File: src/rtl/serial_decrementer.sv
// Bit-serial A-1: one half-subtractor cell and a registered borrow, LSB first,
// framed by a start/busy/done handshake; the result is held until the next completion.
//
//   state   | meaning
//   --------+-------------------------------------------------------------
//   S_IDLE  | waiting for start; operand captured on the accepting edge
//   S_SHIFT | one bit per cycle through the half-subtractor (busy = 1)
//   S_DONE  | single-cycle completion pulse (done = 1), D/B just updated
module serial_decrementer #(
   parameter int WIDTH = 4
) (
   input  logic             clk,
   input  logic             rst_n,
   input  logic             start,
   input  logic [WIDTH-1:0] A,
   output logic             busy,
   output logic             done,
   output logic [WIDTH-1:0] D,
   output logic             B
);

   localparam int CW = $clog2(WIDTH + 1);
   localparam logic [CW-1:0] LAST = CW'(WIDTH - 1);

   typedef enum logic [1:0] {S_IDLE, S_SHIFT, S_DONE} state_t;

   state_t           state, state_nxt;
   logic [WIDTH-1:0] sreg;
   logic             brw;
   logic [CW-1:0]    cnt;

   logic             bit_in, diff, brw_nxt;
   logic [WIDTH-1:0] sreg_nxt;

   // The subtrahend 1 enters as the initial borrow, so only a half-subtractor is needed.
   assign bit_in   = sreg[0];
   assign diff     = bit_in ^ brw;
   assign brw_nxt  = ~bit_in & brw;
   assign sreg_nxt = {diff, sreg[WIDTH-1:1]};

   always_ff @(posedge clk or negedge rst_n) begin
      if (!rst_n) state <= S_IDLE;
      else        state <= state_nxt;
   end

   always_comb begin
      state_nxt = state;
      case (state)
         S_IDLE:  if (start) state_nxt = S_SHIFT;
         S_SHIFT: if (cnt == LAST) state_nxt = S_DONE;
         S_DONE:  state_nxt = S_IDLE;
         default: state_nxt = S_IDLE;
      endcase
   end

   always_ff @(posedge clk or negedge rst_n) begin
      if (!rst_n) begin
         sreg <= '0;
         brw  <= 1'b0;
         cnt  <= '0;
         D    <= '0;
         B    <= 1'b0;
      end else begin
         case (state)
            S_IDLE: begin
               if (start) begin
                  sreg <= A;
                  brw  <= 1'b1;
                  cnt  <= '0;
               end
            end
            S_SHIFT: begin
               sreg <= sreg_nxt;
               brw  <= brw_nxt;
               cnt  <= cnt + CW'(1);
               if (cnt == LAST) begin
                  D <= sreg_nxt;
                  B <= brw_nxt;
               end
            end
            default: ;
         endcase
      end
   end

   assign busy = (state == S_SHIFT);
   assign done = (state == S_DONE);

endmodule

File: config.mk
export PLATFORM = sky130hd
export DESIGN_NAME = serial_decrementer
export DESIGN_NICKNAME = d
export VERILOG_FILES = /design/src/rtl/serial_decrementer.sv
export SDC_FILE = /design/constraint.sdc
export NUM_CORES = 1
export LEC_CHECK = 0
export ABC_CLOCK_PERIOD_IN_PS = 1720
export CELL_PAD_IN_SITES_DETAIL_PLACEMENT = 1
export CELL_PAD_IN_SITES_GLOBAL_PLACEMENT = 1
export CORE_MARGIN = 2
export CORE_UTILIZATION = 30
export CTS_CLUSTER_DIAMETER = 40
export DETAILED_ROUTE_END_ITERATION = 12
export PLACE_DENSITY = 0.61
export SYNTH_ARGS = -nofsm -noshare
export SYNTH_HDL_FRONTEND = slang
export SYNTH_SLANG_ARGS = --single-unit
File: constraint.sdc
create_clock -name clk -period 1.72 [get_ports clk]
set_input_delay 0.172 -clock clk [delete_from_list [all_inputs] [get_ports clk]]
set_output_delay 0.172 -clock clk [all_outputs]
set_load 0.03 [all_outputs]
==> results.sh <==
export IMPL_status="finished, final reports clean"
export IMPL_max_stage_delay_ps=440
export IMPL_num_vias=501
export IMPL_drtPass1Iterations=3
export IMPL_path_class="flip-flop to output pin"
export IMPL_crit_arrival_ps=1390
export IMPL_die_area_mm2=0.00269
export IMPL_crit_slowest_cell="dfrtp_1"
export IMPL_fillerInstances=249
export IMPL_p_per_area_mw_per_mm2=1910
export IMPL_path_cells="nand2b_4 > inv_2 > dlygate4sd2_1"
export IMPL_yosys_warnings=0
export IMPL_synthSimpleGateAreaFrac_pct=10.7
export IMPL_setup_violations_final=0
export IMPL_crit_required_ps=1550
export IMPL_area_growth_syn_to_layout_pct=28.0
export IMPL_synth_compound_area_share_pct=18.4
export IMPL_cts_max_path_buffers=2
export IMPL_cts_root_buf="clkbuf_4"
export IMPL_gp_congestion=0.768
export IMPL_slew_limit_headroom_pct=72.8
export IMPL_synth_seq_cells=15
export IMPL_ios=14
export IMPL_ys_seq_area_share_pct=54.5
export IMPL_hold_path_class="primary input to asynchronous set/reset pin"
export IMPL_syn_area_um2=688
export IMPL_clock_fmax_mhz=642
export IMPL_holdWs_ps=200
export IMPL_route_detailed_drc=0
export IMPL_drt_total_wl_um=1420
export IMPL_ctsHoldBuffers=0
export IMPL_fp_dieH_um=51.9
export IMPL_hold_viol=0
export IMPL_rows=17
export IMPL_clk_pin_slew_ps=80
export IMPL_num_antenna_cells=0
export IMPL_ant_nets=0
export IMPL_endpoint_kind="output pin"
export IMPL_fin_crit_sh_pct=90.6
export IMPL_initialDrtViolationCount=5
export IMPL_synth_adder_area_share_pct=5.45
export IMPL_numCtsBuffers=3
export IMPL_yosys_cell_types_count=19
export IMPL_fin_nets=88
export IMPL_gr_usage_all_layers_pct=13.1
export IMPL_worst_pin_slew_ps=407
export IMPL_cap_violations=0
export IMPL_grt_max_degree=16
export IMPL_fin_setup_tns_ps=0
export IMPL_final_min_clock_period_ps=1560
export IMPL_insertion_delay_ps=270
export IMPL_cp_start_kind="flip-flop"
export IMPL_fin_util_pct=40.2
export IMPL_grt_pass1_wl_um=2460
export IMPL_power_mw=1.68
export IMPL_antenna_found_initial=0
export IMPL_htreeDepth=1
export IMPL_wire_per_inst_um=13.5
export IMPL_dp_hpwl_um=1040
export IMPL_leakagePower_nw=0.406
export IMPL_grt_pass1_vias=527
export IMPL_skew_ps=3.27
export IMPL_syn_num_nets=69
export IMPL_clock_sinks=15
export IMPL_synth_mux_area_share_pct=4.91
export IMPL_synthXorXnorAreaFrac_pct=0
export IMPL_ir_worst_vdd_uv=832
export IMPL_core_mm2=0.00219
export IMPL_initial_core_util_pct=31.4
export IMPL_synthCells=59
export IMPL_cts_setup_buffers=0
export IMPL_postCtsResizedCells=2
export IMPL_synth_area_per_cell_um2=11.7
export IMPL_cts_tree="yes"
export IMPL_grt_ovfl_total=0
export IMPL_die_x_um=51.9
export IMPL_rsz0062_at_grt="false"
export IMPL_viasPerCell=4.77
export IMPL_drive_gt1_share_pct=18.2
export IMPL_synth_top_family_by_area="compound AO/OA/AOI/OAI gates"
export IMPL_report_final_slew_viol_count=0
export IMPL_path_max_fanout=7
export IMPL_port_buffers=13
-- worst max-delay path, delay by kind of cell (launching register included) --
kind,cells,cell delay (ps)
buf+inv,2,470
flops,1,440
simple gates,1,200
-- layout make-up --
cell class | count | area (um2) | area share (%)
multi-input cells | 35 | 272 | 30.8
clock buffers | 4 | 26.3 | 2.98
flip-flops and latches | 15 | 375 | 42.6
repair buffers | 15 | 143 | 16.2
inverters | 8 | 30.0 | 3.41
well taps | 28 | 35.0 | 3.98
-- layer usage --
metal	share of wire, %	wire length [um]	vias to the layer above	global-route usage, %
met2	47	664	10	18.6
met3	3.2	45	2	2.59
met1	49	693	246	18.4
li1	-	-	243	-
met4	1.1	16	0	7.89
met5	0	0	-	0
-- state kept, by name (all words and copies together), names as in the netlist --
name	count
brw	1
B	1
sreg	4
cnt	3
state	2
D	4
-- logic make-up (layout without fill, tap and decap cells) --
kind of cell    Yosys count  in the layout
flops                    15             15
fa+ha+maj                 3              3
mux                       3              3
simple gates             10             10
compound gates           19             19
buf+inv                   9             27
-- Yosys cell counts, drive strengths merged --
| cell | number | share of area, % |
|---|---|---|
| o21bai | 1 | 1.1 |
| dfrtp | 15 | 55 |
| or3 | 1 | 1.6 |
| buf | 1 | 1.6 |
| o21ai | 4 | 2.9 |
| a22o | 1 | 1.3 |
| ha | 3 | 5.5 |
| mux2 | 3 | 4.9 |
| nor2 | 2 | 1.1 |
| a221oi | 1 | 2.2 |
| a21oi | 5 | 3.6 |
| nand2b | 2 | 2.9 |
| nand3b | 1 | 2.9 |
| inv | 8 | 4.4 |
| o31ai | 1 | 1.8 |
| o22ai | 6 | 5.5 |
| nand2 | 4 | 2.2 |
-- power breakdown --
part | switching (mW) | internal, mW | total [mW]
clock network | 0.102 | 0.0898 | 0.192
registers | 0.125 | 0.524 | 0.649
logic | 0.463 | 0.377 | 0.840
-- per-stage QoR --
| step | cell area [um2] | setup WS (ps) | std cells |
|---|---|---|---|
| 2_1_floorplan | 688 | 385 | 59 |
| 3_3_place_gp | 857 | 205 | 101 |
| 3_5_place_dp | 857 | 181 | 101 |
| 4_1_cts | 881 | 138 | 105 |
| 5_1_grt | 881 | 63.5 | 105 |
| 6_report | 881 | 162 | 105 |
-- final timing paths --
| path | startpoint | endpoint | slack (ps) | depth (start not counted) |
|---|---|---|---|---|
| min in group clk | D[3] | D[3] | 490 | 2 |
| min reg2reg | D[3] | D[3] | 490 | 2 |
| max reg2reg | cnt[0] | D[0] | 310 | 4 |
| min | rst_n | cnt[1] | 200 | 2 |
| max | state[1] | busy | 160 | 3 |
| max in group asynchronous | rst_n | sreg[1] | 1350 | 2 |
-- cells in the final DEF (no fill, tap or decap) --
cell type and count:
inv_2 1, mux2_2 3, nor2_1 2, nand2b_4 1, dlygate4sd2_1 2, dfrtp_1 15
nand2b_1 1, o21bai_1 1, a21oi_1 5, a221oi_2 1, inv_1 7, a22o_1 1
o31ai_2 1, nand2_1 4, o22ai_1 6, clkdlybuf4s50_1 11, nand3b_4 1, o21ai_0 4
clkbuf_1 1, clkbuf_4 3, buf_4 2, ha_1 3, or3_4 1
Power figures use the tool's default switching activity.
